==> config.mk <==
export PLATFORM = sky130hd
export DESIGN_NAME = mem_fill_arbiter
export DESIGN_NICKNAME = d
export VERILOG_FILES = /design/src/rtl/wisc_mem_pkg.sv /design/src/rtl/mem_req_prio.sv /design/src/rtl/mem_fill_arbiter.sv
export SDC_FILE = /design/constraint.sdc
export NUM_CORES = 1
export LEC_CHECK = 0
export BUFFER_PORTS_ARGS = -buffer_cell sky130_fd_sc_hd__buf_2
export CAP_MARGIN = 20
export CORE_MARGIN = 2
export CORE_UTILIZATION = 40
export DETAILED_ROUTE_END_ITERATION = 10
export PLACE_DENSITY = 0.7
export SLEW_MARGIN = 20
export SYNTH_ARGS = -nofsm -noshare
export SYNTH_HDL_FRONTEND = slang
export SYNTH_HIERARCHICAL = 1
export SYNTH_SLANG_ARGS = --single-unit
==> constraint.sdc <==
create_clock -name clk -period 2.15 [get_ports clk]
set_input_delay 0.215 -clock clk [delete_from_list [all_inputs] [get_ports clk]]
set_output_delay 0.215 -clock clk [all_outputs]
set_load 0.01 [all_outputs]
==> src/rtl/wisc_mem_pkg.sv <==
// -----------------------------------------------------------------------------
// wisc_mem_pkg
// Shared types and constants for the WISC-S25 main-memory arbitration logic.
//   state_e     : arbiter FSM states (IDLE, WRITE, FILL)
//   owner_e     : which cache owns the current block fill
//   BLOCK_WORDS : words per cache block
//   MEM_LAT     : cycles from read issue to mem_data_valid
//   BLOCK_MASK  : byte-offset bits within a 16-byte block
// -----------------------------------------------------------------------------
package wisc_mem_pkg;

    typedef enum logic [1:0] {
        IDLE  = 2'd0,
        WRITE = 2'd1,
        FILL  = 2'd2
    } state_e;

    typedef enum logic {
        ICACHE = 1'b0,
        DCACHE = 1'b1
    } owner_e;

    localparam int          BLOCK_WORDS = 8;
    localparam int          MEM_LAT     = 4;
    localparam logic [15:0] BLOCK_MASK  = 16'h000F;

endpackage

==> src/rtl/mem_req_prio.sv <==
// -----------------------------------------------------------------------------
// mem_req_prio
// Combinational fixed-priority picker for the memory arbiter.
// Priority: D-cache store > D-cache miss > I-cache miss. At most one grant.
// Ports:
//   store_req   in  : D-cache write-through store pending
//   dmiss_req   in  : D-cache miss fill pending
//   imiss_req   in  : I-cache miss fill pending
//   grant_store out : store wins
//   grant_dmiss out : D-cache miss wins
//   grant_imiss out : I-cache miss wins
// -----------------------------------------------------------------------------
module mem_req_prio (
    input  logic store_req,
    input  logic dmiss_req,
    input  logic imiss_req,
    output logic grant_store,
    output logic grant_dmiss,
    output logic grant_imiss
);

    assign grant_store = store_req;
    assign grant_dmiss = dmiss_req & ~store_req;
    assign grant_imiss = imiss_req & ~store_req & ~dmiss_req;

endmodule

==> src/rtl/mem_fill_arbiter.sv <==
// -----------------------------------------------------------------------------
// mem_fill_arbiter
// Sequences the single shared main memory between the I-cache and D-cache.
// Services D-cache write-through stores (one write) and block fills for
// either cache (BLOCK_WORDS pipelined reads, fixed-latency returns written
// back word by word into the owning cache).
// Ports:
//   clk, rst                 : clock, asynchronous active-high reset
//   icache_miss/icache_addr  : I-cache fill request, held until fill_done
//   dcache_miss/dcache_addr  : D-cache fill request, held until fill_done
//   dcache_wr_req/_addr/_data: D-cache store, held until dcache_wr_ack
//   mem_en/mem_wr/mem_addr/mem_wdata : memory command (addr/wdata 0 when idle)
//   mem_rdata/mem_data_valid : memory read return
//   fill_data/fill_word_idx  : fill word and its index (hold when no write)
//   icache_fill_we/dcache_fill_we     : fill word write strobes
//   icache_fill_done/dcache_fill_done : last-word pulses
//   dcache_wr_ack            : store issued pulse
//   busy                     : arbiter not idle
// -----------------------------------------------------------------------------
module mem_fill_arbiter
    import wisc_mem_pkg::*;
#(
    parameter int  ADDR_W      = 16,
    parameter int  DATA_W      = 16,
    parameter int  BLOCK_WORDS = wisc_mem_pkg::BLOCK_WORDS,
    localparam int IDX_W       = $clog2(BLOCK_WORDS)
) (
    input  logic              clk,
    input  logic              rst,
    input  logic              icache_miss,
    input  logic [ADDR_W-1:0] icache_addr,
    input  logic              dcache_miss,
    input  logic [ADDR_W-1:0] dcache_addr,
    input  logic              dcache_wr_req,
    input  logic [ADDR_W-1:0] dcache_wr_addr,
    input  logic [DATA_W-1:0] dcache_wr_data,
    output logic              mem_en,
    output logic              mem_wr,
    output logic [ADDR_W-1:0] mem_addr,
    output logic [DATA_W-1:0] mem_wdata,
    input  logic [DATA_W-1:0] mem_rdata,
    input  logic              mem_data_valid,
    output logic [DATA_W-1:0] fill_data,
    output logic [IDX_W-1:0]  fill_word_idx,
    output logic              icache_fill_we,
    output logic              dcache_fill_we,
    output logic              icache_fill_done,
    output logic              dcache_fill_done,
    output logic              dcache_wr_ack,
    output logic              busy
);

    localparam int                CNT_W     = IDX_W + 1;
    localparam logic [CNT_W-1:0]  ISSUE_END = CNT_W'(BLOCK_WORDS);
    localparam logic [IDX_W-1:0]  RET_LAST  = IDX_W'(BLOCK_WORDS - 1);
    localparam logic [ADDR_W-1:0] BASE_MASK = ~ADDR_W'(BLOCK_MASK);

    state_e            state;
    state_e            state_next;
    owner_e            owner;
    logic [CNT_W-1:0]  issue_cnt;
    logic [IDX_W-1:0]  ret_cnt;
    logic [ADDR_W-1:0] base;
    logic [ADDR_W-1:0] wr_addr;
    logic [DATA_W-1:0] wr_data;
    logic [DATA_W-1:0] fill_data_q;
    logic [IDX_W-1:0]  fill_idx_q;

    logic grant_store;
    logic grant_dmiss;
    logic grant_imiss;
    logic issue_active;
    logic ret_valid;
    logic ret_last;

    mem_req_prio u_prio (
        .store_req   (dcache_wr_req),
        .dmiss_req   (dcache_miss),
        .imiss_req   (icache_miss),
        .grant_store (grant_store),
        .grant_dmiss (grant_dmiss),
        .grant_imiss (grant_imiss)
    );

    // Returns are only honoured in FILL; a stray valid elsewhere is dropped.
    assign issue_active = (state == FILL) && (issue_cnt < ISSUE_END);
    assign ret_valid    = (state == FILL) && mem_data_valid;
    assign ret_last     = ret_valid && (ret_cnt == RET_LAST);

    // State register
    always_ff @(posedge clk or posedge rst) begin
        if (rst) begin
            state <= IDLE;
        end else begin
            state <= state_next;
        end
    end

    // Next-state logic
    always_comb begin
        state_next = state;
        case (state)
            IDLE: begin
                if (grant_store) begin
                    state_next = WRITE;
                end else if (grant_dmiss || grant_imiss) begin
                    state_next = FILL;
                end
            end
            WRITE:   state_next = IDLE;
            FILL: begin
                // Fill always runs to its last return; issued reads cannot
                // be cancelled even if the requester drops its miss.
                if (ret_last) begin
                    state_next = IDLE;
                end
            end
            default: state_next = IDLE;
        endcase
    end

    // Control state: counters, owner, and held fill outputs
    always_ff @(posedge clk or posedge rst) begin
        if (rst) begin
            issue_cnt   <= '0;
            ret_cnt     <= '0;
            owner       <= DCACHE;
            fill_data_q <= '0;
            fill_idx_q  <= '0;
        end else begin
            if (state == IDLE) begin
                issue_cnt <= '0;
                ret_cnt   <= '0;
                if (grant_dmiss) begin
                    owner <= DCACHE;
                end else if (grant_imiss) begin
                    owner <= ICACHE;
                end
            end
            if (issue_active) begin
                issue_cnt <= issue_cnt + CNT_W'(1);
            end
            if (ret_valid) begin
                fill_data_q <= mem_rdata;
                fill_idx_q  <= ret_cnt;
                ret_cnt     <= ret_cnt + IDX_W'(1);
            end
            if (ret_last) begin
                issue_cnt <= '0;
                ret_cnt   <= '0;
            end
        end
    end

    // Request capture: only meaningful while WRITE/FILL use them, so no reset
    always_ff @(posedge clk) begin
        if (state == IDLE) begin
            if (grant_store) begin
                wr_addr <= dcache_wr_addr;
                wr_data <= dcache_wr_data;
            end
            if (grant_dmiss) begin
                base <= dcache_addr & BASE_MASK;
            end else if (grant_imiss) begin
                base <= icache_addr & BASE_MASK;
            end
        end
    end

    // Output logic
    always_comb begin
        mem_en           = 1'b0;
        mem_wr           = 1'b0;
        mem_addr         = '0;
        mem_wdata        = '0;
        icache_fill_we   = 1'b0;
        dcache_fill_we   = 1'b0;
        icache_fill_done = 1'b0;
        dcache_fill_done = 1'b0;
        dcache_wr_ack    = 1'b0;
        fill_data        = fill_data_q;
        fill_word_idx    = fill_idx_q;
        busy             = (state != IDLE);
        case (state)
            WRITE: begin
                mem_en        = 1'b1;
                mem_wr        = 1'b1;
                mem_addr      = wr_addr;
                mem_wdata     = wr_data;
                dcache_wr_ack = 1'b1;
            end
            FILL: begin
                if (issue_active) begin
                    // Words are two bytes; the block base is aligned so the
                    // offset never carries out of the block.
                    mem_en   = 1'b1;
                    mem_addr = base + ADDR_W'({issue_cnt[IDX_W-1:0], 1'b0});
                end
                if (ret_valid) begin
                    fill_data     = mem_rdata;
                    fill_word_idx = ret_cnt;
                    if (owner == DCACHE) begin
                        dcache_fill_we = 1'b1;
                    end else begin
                        icache_fill_we = 1'b1;
                    end
                end
                if (ret_last) begin
                    if (owner == DCACHE) begin
                        dcache_fill_done = 1'b1;
                    end else begin
                        icache_fill_done = 1'b1;
                    end
                end
            end
            default: ;
        endcase
    end

endmodule

**Word-level counts from Yosys, hierarchy flattened**

Cells that the tools add are included.

- Bits in registers: 73
- Input bits: 86
- Output and inout port bits: 59
- Word-level logic and storage cells: 69

- Add/subtract/negate cells: 3
- $lt $le $gt $ge: 1
- Equal/unequal tests: 5
- Mux-type cells: 34
- Bitwise logic cells: 5
- Reductions and logical operators: 12

Operators with widths:

| cell | number |
|---|---|
| 2-to-1 mux 16 bit | 6 |
| one-hot mux 16 bit (2 select lines) | 1 |
| adder 16 x 4 -> 16 bit | 1 |
| 2-to-1 mux 3 bit | 5 |
| 2-to-1 mux 1 bit | 14 |
| 2-to-1 mux 4 bit | 3 |
| 2-to-1 mux 2 bit | 3 |
| AND reduction 2 bit | 3 |
| nonzero test 3 bit | 2 |
| adder 4 x 1 -> 4 bit (second input constant) | 1 |
| less-than comparator 4 bit (second input constant) | 1 |
| one-hot mux 2 bit (2 select lines) | 1 |
| nonzero test 2 bit | 2 |
| adder 3 x 1 -> 3 bit (second input constant) | 1 |
| bitwise AND 1 bit | 3 |
| == test 3 bit (second input constant) | 1 |
| logical AND 1 bit | 3 |
| inequality test 3 bit (second input constant) | 1 |
| == test 2 x 1 -> 1 bit (second input constant) | 1 |
| == test 2 bit (second input constant) | 1 |
| zero test 2 bit | 1 |
| inequality test 2 bit (second input constant) | 1 |
| NOT 1 bit | 2 |
| one-hot mux 1 bit (2 select lines) | 1 |
| logical OR 1 bit | 1 |

**Logic depth before layout (Yosys ltp)**

Gate-level depths: netlist (run 1).

- Depth in word-level cells: 7
- Gate-level depth with buffers: 8
- Gate-level depth less buffers: 5

**Hierarchy**

The synthesis (run 1) kept the hierarchy.

Modules (own cells, without submodules):

| module | times used | cells an instance | area each (µm²) | sequential area each (µm²) |
|---|---|---|---|---|
| mem_fill_arbiter | 1 | 221 | 3,392.0 | 2,048.2 |
| mem_req_prio | 1 | 3 | 26.3 | 0.0 |

**Worst setup path before layout (run 1)**

OpenSTA, ideal clock, no wires.

- Path type: register -> register
- From: register state[0]
- To: register wr_addr[0], enable pin
- Arrival time: 1.565 ns
- Data required time: 1.757 ns
- Setup slack: 0.192 ns
- Cell stages (with the launch flop): 4
- Cells stage by stage: dfrtp_1 inv_1 ha_1 and2_1

- Longest elaborated chain between the ends: 2

RTL lines:

| what | RTL line | source |
|---|---|---|
| start, declared | mem_fill_arbiter.sv:58 | `state_e state;` |
| start signal, assigned | mem_fill_arbiter.sv:95 | `state <= state_next;` |
| zero test 2 bit | mem_fill_arbiter.sv:157 | `if (state == IDLE) begin` |
| AND reduction 2 bit (no source line) | n/a |  |
| end signal, assigned | mem_fill_arbiter.sv:159 | `wr_addr <= dcache_wr_addr;` |
| end, declared | mem_fill_arbiter.sv:64 | `logic [ADDR_W-1:0] wr_addr;` |

No other way between the ends.
A chain may end at the register's enable or synchronous reset.

**Worst setup path in the final report (run 1)**

- From: register ret_cnt[0]
- To: output port dcache_fill_done

- Longest elaborated chain between the ends: 4

RTL lines:

| what | RTL line | source |
|---|---|---|
| start, declared | mem_fill_arbiter.sv:62 | `logic [IDX_W-1:0] ret_cnt;` |
| start signal, assigned | mem_fill_arbiter.sv:146 | `ret_cnt <= ret_cnt + IDX_W'(1);` |
| == test 3 bit | mem_fill_arbiter.sv:88 | `assign ret_last = ret_valid && (ret_cnt == RET_LAST);` |
| logical AND 1 bit | mem_fill_arbiter.sv:88 |  |
| 2-to-1 mux 1 bit | mem_fill_arbiter.sv:208 | `if (ret_last) begin` |
| 2-to-1 mux 1 bit | mem_fill_arbiter.sv:184 | `case (state)` |
| end, declared | mem_fill_arbiter.sv:48 | `output logic dcache_fill_done,` |

No other way between the ends.

==> results of run 1 <==
==> cells in the final DEF (no fill, tap or decap), drive strengths merged, types with 2 or more instances in the layout <==
| cell | count |
|---|---|
| dfrtp | 28 |
| a22o | 15 |
| nand2b | 2 |
| clkbuf | 10 |
| a21oi | 3 |
| edfxtp | 44 |
| a31o | 2 |
| ha | 7 |
| bufinv | 2 |
| mux2 | 51 |
| inv | 3 |
| nand3 | 5 |
| buf | 148 |
| and2 | 20 |
| and3 | 5 |
| clkinvlp | 2 |
| nand2 | 6 |
| nor2b | 2 |
| clkinv | 3 |
| nor2 | 6 |
| nor3b | 3 |
==> logic make-up (layout without fill, tap and decap cells) <==
group | Yosys count | after routing | synth area share [%]
mux | 51 | 51 | 17.9
buf+inv | 16 | 169 | 3.55
flops | 73 | 73 | 59.9
fa+ha+maj | 7 | 7 | 2.56
xor+xnor | 1 | 1 | 0.256
compound gates | 26 | 26 | 6.70
simple gates | 50 | 51 | 9.11
==> per-layer routing <==
| metal | routed length, µm | vias up | GRT usage, % |
|---|---|---|---|
| li1 | - | 1131 | - |
| met1 | 2730 | 1155 | 17.6 |
| met2 | 3660 | 74 | 27.5 |
| met3 | 406 | 14 | 3.10 |
| met4 | 171 | 0 | 7.86 |
| met5 | 0 | - | 0 |
==> worst max-delay path, delay by kind of cell (launching register included) <==
family | cells | cell delay (ns)
AND/OR/NAND/NOR | 2 | 0.47
buffers and inverters | 1 | 0.14
adder cells (fa/ha/maj) | 2 | 0.44
flip-flops | 1 | 0.43
==> power by group <==
| part | switching, W | internal [W] | leakage, nW |
|---|---|---|---|
| combinational | 0.000914 | 0.000976 | 1.25 |
| sequential | 0.000160 | 0.00191 | 0.780 |
| clock | 0.000512 | 0.000657 | 0.103 |
==> cell type report <==
| type | count | area share [%] |
|---|---|---|
| Clock buffer | 10 | 2.84 |
| Tap cell | 105 | 2.92 |
| Timing Repair Buffer | 149 | 17.9 |
| Inverter | 4 | 0.334 |
| Clock inverter | 6 | 2.06 |
| Multi-Input combinational cell | 136 | 28.4 |
| Sequential cell | 73 | 45.6 |
==> final timing paths <==
check	start	endpoint	slack (ns)	cells past startpoint
setup / recovery	ret_cnt[0]	dcache_fill_done	0.1	5
hold / removal	dcache_wr_data[14]	wr_data[14]	0.04	1
setup reg to reg	state[1]	wr_addr[4]	0.57	4
hold reg to reg	fill_idx_q[2]	fill_idx_q[2]	0.51	1
max in group asynchronous	rst	owner	1.10	4
min in group asynchronous	rst	fill_data_q[10]	0.39	3
==> stage by stage <==
stage	total power (W)	area (µm²)	setup TNS, ns	setup slack (ns)	hold WS, ns
CTS	0.00516	4470	-0.000872	-0.000872	0.0213
detailed placement	0.00397	4220	0	0.230	0.206
global placement	0.00389	4220	0	0.275	0.204
global route	0.00548	4500	0	0.0113	0.0175
finish	0.00512	4500	0	0.0998	0.0384
floorplan	0.00328	3420	0	0.192	0.292
==> sequential cells by signal (all words and copies together), names as in the netlist <==
signal,count
fill_data_q,16
wr_addr,16
wr_data,16
base,12
issue_cnt,4
fill_idx_q,3
ret_cnt,3
state,2
owner,1
==> repair_timing <==
item	CTS	global route
hold buffers	1	0
pin swaps	1	0
buffers inserted	1	0
hold endpoints to repair	9	0
endpoints found under the setup margin	35	28
gates cloned	0	1
gates resized for setup	2	7
==> impl_metrics.tcl, run 1 <==
set metrics [dict create \
    outcome "complete, no violations" \
    regArea_mm2 0.00205 \
    cp-end-kind "output port" \
    powerDensity_mw_per_mm2 1140 \
    fin_skew_ns 0.00866 \
    grt_setup_unrepaired "false" \
    synthTopCellsByArea "edfxtp_1, dfrtp_1, mux2_2, mux2_4, and2_1" \
    routed_wl_mm 6.97 \
    critPathKind "reg2out" \
    post-route-drc-count 0 \
    fillerInstances 719 \
    antennaDiodeCount 0 \
    period_share_pct 95.4 \
    critPathArrivalTime_ns 1.84 \
    finalHoldViolations 0 \
    grt_use_total_pct 15.5 \
    ys_seq_elements 73 \
    power_leakage_nw 2.14 \
    ir_drop_mv 0.479 \
    final_util_pct 54.5 \
    stdcell_count 483 \
    fin_crit_ns 2.05 \
    postRouteAntennaNets 0 \
    multi_input_area_mm2 0.00128 \
    synth_common_cells "edfxtp_1, mux2_2, dfrtp_1, and2_1, a22o_2" \
    vias 2374 \
    die_h_um 96.4 \
    core.rowCount 33 \
    path_clk_slew_ns 0.08 \
    dr.pass1.iters 4 \
    die_w_um 96.4 \
    antenna_found_initial 0 \
    yosys.cell_types.count 40 \
    synth_edf_count 44 \
    finalMaxSlewViolations 0 \
    slowest_stage "dfrtp_2" \
    maxCapViolCount 0 \
    cp_max_fo 5 \
    grt_max_degree 27 \
    cp-start-kind "register" \
    path_cells "ha_1 > ha_1 > and3_2 > and3_2 > buf_2" \
    ys.flop_type "edfxtp_1" \
    cts_max_level 3 \
    ys_seq_area_share_pct 59.9 \
    clockBufferDepth 2 \
    syn-num-nets 317 \
    core_mm2 0.00826 \
    dieArea_mm2 0.00930 \
    final_layout_size_suffix_gt1_share_pct 64.0 \
    synth_most_common_cell "edfxtp_1" \
    critPathMaxStageDelay_ns 0.43 \
    start_util_pct 41.4 \
    nets 466 \
    async_flop_share_pct 39.7 \
    syn_avg_cell_area_um2 15.3 \
    setup_viol 0 \
    gp_congestion 0.711 \
    io_buffers 136 \
    cts_tree "done" \
    drt-vias-per-instance 4.92 \
    tightest_slew_ns 0.369 \
    areaGrowthSynthToFinish_pct 31.6 \
    clkSinkCount 73 \
    synth_cells 224 \
    yosys.area.top_type_share_pct 38.7 \
    num_io_pins 145 \
    max_freq_mhz 488 \
    grt_pass1_vias 2419 \
    wire_per_inst_um 14.4 \
    synth_top_area_cell "edfxtp_1" \
    slew_headroom_pct 75.4 \
    cp_data_required_time_ns 1.93 \
    drt-initial-drc-count 79 \
    grt_pass1_wl_mm 10.9 \
    root_buffer "clkbuf_8" \
    cts_buffers 9 \
    grt-ovfl-total 0 \
    hpwl_mm 5.20 \
    placed_cells 464 \
    clock_latency_ns 0.34 \
    syn_area_mm2 0.00342 \
    hold_path_class "in2reg" \
    yosysWarningCount 6 \
]
No activity file was read; power rests on OpenSTA's default activity.
==> run 2: changes to the inputs <==
--- a/config.mk
+++ b/config.mk
@@ -10,4 +10,5 @@
 export CORE_MARGIN = 2
 export CORE_UTILIZATION = 40
+export CTS_BUF_LIST = sky130_fd_sc_hd__clkbuf_16
 export DETAILED_ROUTE_END_ITERATION = 10
 export PLACE_DENSITY = 0.7
==> constraint.sdc (replaced) <==
create_clock -name clk -period 2.15 [get_ports clk]
set_input_delay 0.43 -clock clk [delete_from_list [all_inputs] [get_ports clk]]
set_output_delay 0.43 -clock clk [all_outputs]
set_load 0.01 [all_outputs]
==> run 2 against run 1 <==
Net effect: sequential share of layout area shrank 4.7 points; design area grew 12%; register-to-register slack lost 0.19 ns; count of clock-buffer cells in the layout shrank 1; global-route usage grew 0.72 points; critical path depth grew 1; fmax shrank 7.2%; the flow now finishes with violations (setup timing).
==> impl_metrics.tcl, run 2 (synthesized netlist as in run 1, its figures left out) <==
set metrics [dict create \
    post-route-drc-count 0 \
    power_leakage_nw 2.38 \
    grt_setup_unrepaired "true" \
    routed_wl_mm 7.82 \
    finalMaxSlewViolations 0 \
    fin_crit_ns 2.21 \
    cp_data_required_time_ns 1.72 \
    clkSinkCount 73 \
    design_area_mm2 0.00502 \
    grt-ovfl-total 0 \
    nets 477 \
    die_h_um 96.4 \
    die_w_um 96.4 \
    root_buffer "clkbuf_16" \
    period_share_pct 103 \
    vias 2439 \
    final_common_cell "buf_2" \
    grt_use_total_pct 16.2 \
    tightest_slew_ns 0.385 \
    num_io_pins 145 \
    layout_common_cells "buf_2, edfxtp_1, buf_6" \
    total_power_w 0.00606 \
    reg_top3 "fill_data_q x16, wr_addr x16, wr_data x16" \
    final_layout_size_suffix_gt1_share_pct 66.1 \
    cp_max_fo 5 \
    wire_per_inst_um 15.8 \
    ir_drop_mv 0.764 \
    grt_pass1_vias 2400 \
    failed_checks "setup timing" \
    slew_headroom_pct 74.4 \
    dieArea_mm2 0.00930 \
    cts_buffers 9 \
    finalHoldViolations 0 \
    worst_slack_ns -0.0595 \
    areaGrowthSynthToFinish_pct 46.9 \
    max_freq_mhz 453 \
    postRouteAntennaNets 0 \
    setup_viol 36 \
    path_clk_slew_ns 0.06 \
    clock_latency_ns 0.32 \
    start_util_pct 41.4 \
    hold_buffers 0 \
    cp-start-kind "register" \
    cts_max_level 3 \
    io_buffers 136 \
    final_util_pct 60.8 \
    hpwl_mm 4.95 \
    core_mm2 0.00826 \
    grt_pass1_wl_mm 11.3 \
    hold_path_class "in2async" \
    outcome "complete, but fails checks" \
    antenna_found_initial 0 \
    dr.pass1.iters 4 \
    grt_max_degree 34 \
    antennaDiodeCount 0 \
    cts_tree "done" \
    placed_area_mm2 0.00420 \
    cp-end-kind "output port" \
    powerDensity_mw_per_mm2 1210 \
    drt-initial-drc-count 56 \
    drt-vias-per-instance 4.94 \
    core.rowCount 33 \
    critPathArrivalTime_ns 1.78 \
    gp_congestion 0.699 \
    fin_skew_ns 0.00656 \
    clockBufferDepth 2 \
    critPathKind "reg2out" \
    maxCapViolCount 0 \
]
-- run 2: cell count changes in the layout (fill, tap and decap cells not counted), sizes merged --
cell / previous run / this run
dlygate4sd3: 1 / 0
buf: 148 / 158
inv: 3 / 4
and2: 20 / 21
bufinv: 2 / 1
clkinv: 3 / 4
-- run 2: area by class of cell --
class | instances | area (µm²)
sequential | 73 | 2050
inverter | 4 | 20.0
tap | 105 | 131
timing repair buffer | 159 | 1110
multi-input combinational | 137 | 1420
fill | 669 | 3240
clock buffer | 9 | 225
clock inverter | 7 | 62.6
-- run 2: final timing paths --
check	to	slack, ns	startpoint	cells past startpoint
min in group clk	wr_addr[13]	0.28	dcache_wr_addr[13]	1
worst min-delay path	fill_data_q[10]	0.17	rst	3
worst max register to register	base[4]	0.38	state[1]	6
worst min register to register	fill_data_q[1]	0.51	fill_data_q[1]	1
max in group asynchronous	owner	1.65	rst	3
worst max-delay path	fill_data[14]	-0.06	state[1]	6
-- run 2: critical path: stages (launching register included) --
cell	delay [ns]
dfrtp_2	0.43
buf_6	0.13
ha_4	0.16
nand3_4	0.13
clkbuf_16	0.18
mux2_4	0.30
buf_6	0.12
-- run 2: metal layers --
| layer | routed length (µm) | vias up | track usage (%) |
|---|---|---|---|
| met5 | 0 | - | 0 |
| met4 | 182 | 0 | 7.51 |
| met3 | 456 | 12 | 3.65 |
| met2 | 4080 | 82 | 28.2 |
| met1 | 3090 | 1186 | 19.0 |
| li1 | - | 1159 | - |
-- run 2: through the flow --
| stage | setup slack [ns] | cells | setup TNS, ns | hold WS [ns] |
|---|---|---|---|---|
| 5_1_grt | -0.117 | 494 | -3.27 | 0.205 |
| 4_1_cts | -0.0692 | 487 | -0.948 | 0.174 |
| 3_5_place_dp | 0.000623 | 462 | 0 | 0.491 |
| 2_1_floorplan | 0.192 | 224 | 0 | 0.474 |
| 3_3_place_gp | 0.0673 | 462 | 0 | 0.480 |
| 6_report | -0.0595 | 494 | -1.29 | 0.171 |
-- run 2: repair_timing --
action / in CTS / in global routing
hold endpoints to repair: 0 / 0
setup buffers: 6 / 6
gates cloned: 3 / 1
pin swaps: 5 / 5
gates resized for setup: 31 / 41
endpoints found under the setup margin: 37 / 38
-- run 2: power breakdown --
group	switching [W]	internal, W
clock network	0.000539	0.000885
logic	0.00109	0.00146
registers	0.000172	0.00191
total	0.00180	0.00426
==> run 3: changes to the inputs <==
Settings changed: CORE_MARGIN 2 to 10.
==> run 3 against run 2 <==
Net effect: the run still ends with setup timing left; fmax decreased by 2.1%; count of clock-buffer cells in the layout unchanged; non-clock buffer count increased by 2; final cell count increased by 0.20%; hold slack got worse by 0.065 ns; clock power increased by 19%; sequential power about the same; sequential share of layout area decreased by 0.68 points; critical endpoint is now fill_data[1]; largest cell class unchanged; largest power group unchanged.
==> impl_metrics.tcl, run 3 (synthesized netlist as in run 1, its figures left out) <==
set metrics [dict create \
    power_leakage_nw 2.39 \
    failed_checks "setup timing" \
    path_clk_slew_ns 0.06 \
    worstRegToRegCells 6 \
    critPathArrivalTime_ns 1.83 \
    final_common_cell "buf_2" \
    clkSinkCount 73 \
    r2r_slack_ns 0.41 \
    period_share_pct 105 \
    io_buffers 136 \
    fin_crit_ns 2.26 \
    areaGrowthSynthToFinish_pct 49.2 \
    cp-start-kind "register" \
    cts_tree "done" \
    maxCapViolCount 0 \
    final_layout_size_suffix_gt1_share_pct 66.7 \
    die_w_um 112 \
    reg2reg_to "base[12]" \
    finalHoldViolations 0 \
    placed_cells 461 \
    clockBufferDepth 2 \
    max_freq_mhz 443 \
    antennaDiodeCount 0 \
    layout_common_cells "buf_2, edfxtp_1, buf_6" \
    die_h_um 112 \
    setup_viol 35 \
    hold_path_class "in2async" \
    hold_buffers 0 \
    dr.pass1.iters 4 \
    design_area_mm2 0.00510 \
    cts_buffers 9 \
    fin_skew_ns 0.00699 \
    stdcell_count 495 \
    drt-initial-drc-count 100 \
    powerDensity_mw_per_mm2 1240 \
    cp_max_fo 5 \
    root_buffer "clkbuf_16" \
    slew_headroom_pct 69.6 \
    reg_top3 "fill_data_q x16, wr_addr x16, wr_data x16" \
    grt_pass1_wl_mm 13.5 \
    core_mm2 0.00826 \
    grt_setup_unrepaired "true" \
    gp_congestion 0.733 \
    worst_slack_ns -0.107 \
    antenna_found_initial 0 \
    dieArea_mm2 0.0126 \
    wire_per_inst_um 17.3 \
    regToRegStartpoint "state[0]" \
    postRouteAntennaNets 0 \
    drt-vias-per-instance 4.89 \
    critPathKind "reg2out" \
    cp_data_required_time_ns 1.72 \
    grt_max_degree 34 \
    core.rowCount 33 \
    fillerInstances 661 \
    vias 2420 \
    finalMaxSlewViolations 0 \
    tightest_slew_ns 0.455 \
    grt-ovfl-total 0 \
    cts_max_level 3 \
    post-route-drc-count 0 \
    nets 479 \
    cp-end-kind "output port" \
    placed_area_mm2 0.00420 \
    routed_wl_mm 8.59 \
    num_io_pins 145 \
    outcome "complete, but fails checks" \
    hpwl_mm 5.85 \
    start_util_pct 41.4 \
    grt_use_total_pct 13.1 \
    grt_pass1_vias 2595 \
    fin_setup_tns_ns -2.53 \
    ir_drop_mv 0.760 \
    clock_latency_ns 0.32 \
]
run 3: cell types whose count changed in the layout (fill, tap and decap cells not counted), sizes merged:
cell / previous run / this run
buf: 158 / 161
clkinv: 4 / 1
bufinv: 1 / 3
clkbuf: 10 / 9
clkinvlp: 2 / 1
inv: 4 / 5
run 3: what timing repair did:
item | CTS | global route
setup buffers | 11 | 3
pin swaps | 7 | 2
gates resized for setup | 66 | 11
endpoints found under the setup margin | 37 | 54
cloned | 5 | 0
run 3: cell type report:
| cell class | count | area (µm²) | share of cell area (%) |
|---|---|---|---|
| clock buffers | 9 | 225 | 4.42 |
| clock inverters | 6 | 115 | 2.26 |
| inverters | 4 | 15.0 | 0.294 |
| multi-input cells | 137 | 1390 | 27.2 |
| flip-flops and latches | 73 | 2050 | 40.2 |
| well taps | 105 | 131 | 2.58 |
| repair buffers | 161 | 1180 | 23.1 |
run 3: how the worst max path moves through the flow:
stage / start / end / slack [ns] / cells past startpoint
3_3_place_gp: state[1] / mem_addr[4] / 0.04 / 5
4_1_cts: state[0] / fill_word_idx[2] / -0.08 / 6
3_5_place_dp: state[1] / mem_addr[4] / 0.04 / 5
5_1_grt: state[0] / fill_data[1] / -0.17 / 6
6_report: state[0] / fill_data[1] / -0.11 / 6
2_1_floorplan: state[0] / wr_addr[0] / 0.19 / 3
run 3: routing by layer:
metal  vias up  GRT usage, %  share of wire (%)
met4         0          3.89                1.8
met1      1168          14.5                 39
li1       1163             -                  -
met5         -             0                  0
met2        78          22.9                 52
met3        11          4.85                6.4
run 3: power breakdown:
part	switching, W	internal (W)	leakage, nW
Clock	0.000555	0.00113	0.163
Combinational	0.00109	0.00146	1.44
Sequential	0.000168	0.00191	0.782
run 3: critical path, stage by stage, from the launching register on:
cell,delay (ns)
dfrtp_1,0.39
inv_2,0.12
ha_4,0.17
nand3_4,0.19
buf_16,0.21
mux2_4,0.30
buf_6,0.12
run 3: metrics by stage:
stage	power, W	hold WS [ns]	util, %	setup WS [ns]
final	0.00631	0.106	61.8	-0.107
after global routing	0.00666	0.146	61.8	-0.170
after CTS	0.00629	0.120	60.9	-0.0794
after detailed placement	0.00396	0.466	50.8	0.0351
after global placement	0.00392	0.451	50.8	0.0395
after floorplan	0.00328	0.474	-	0.192
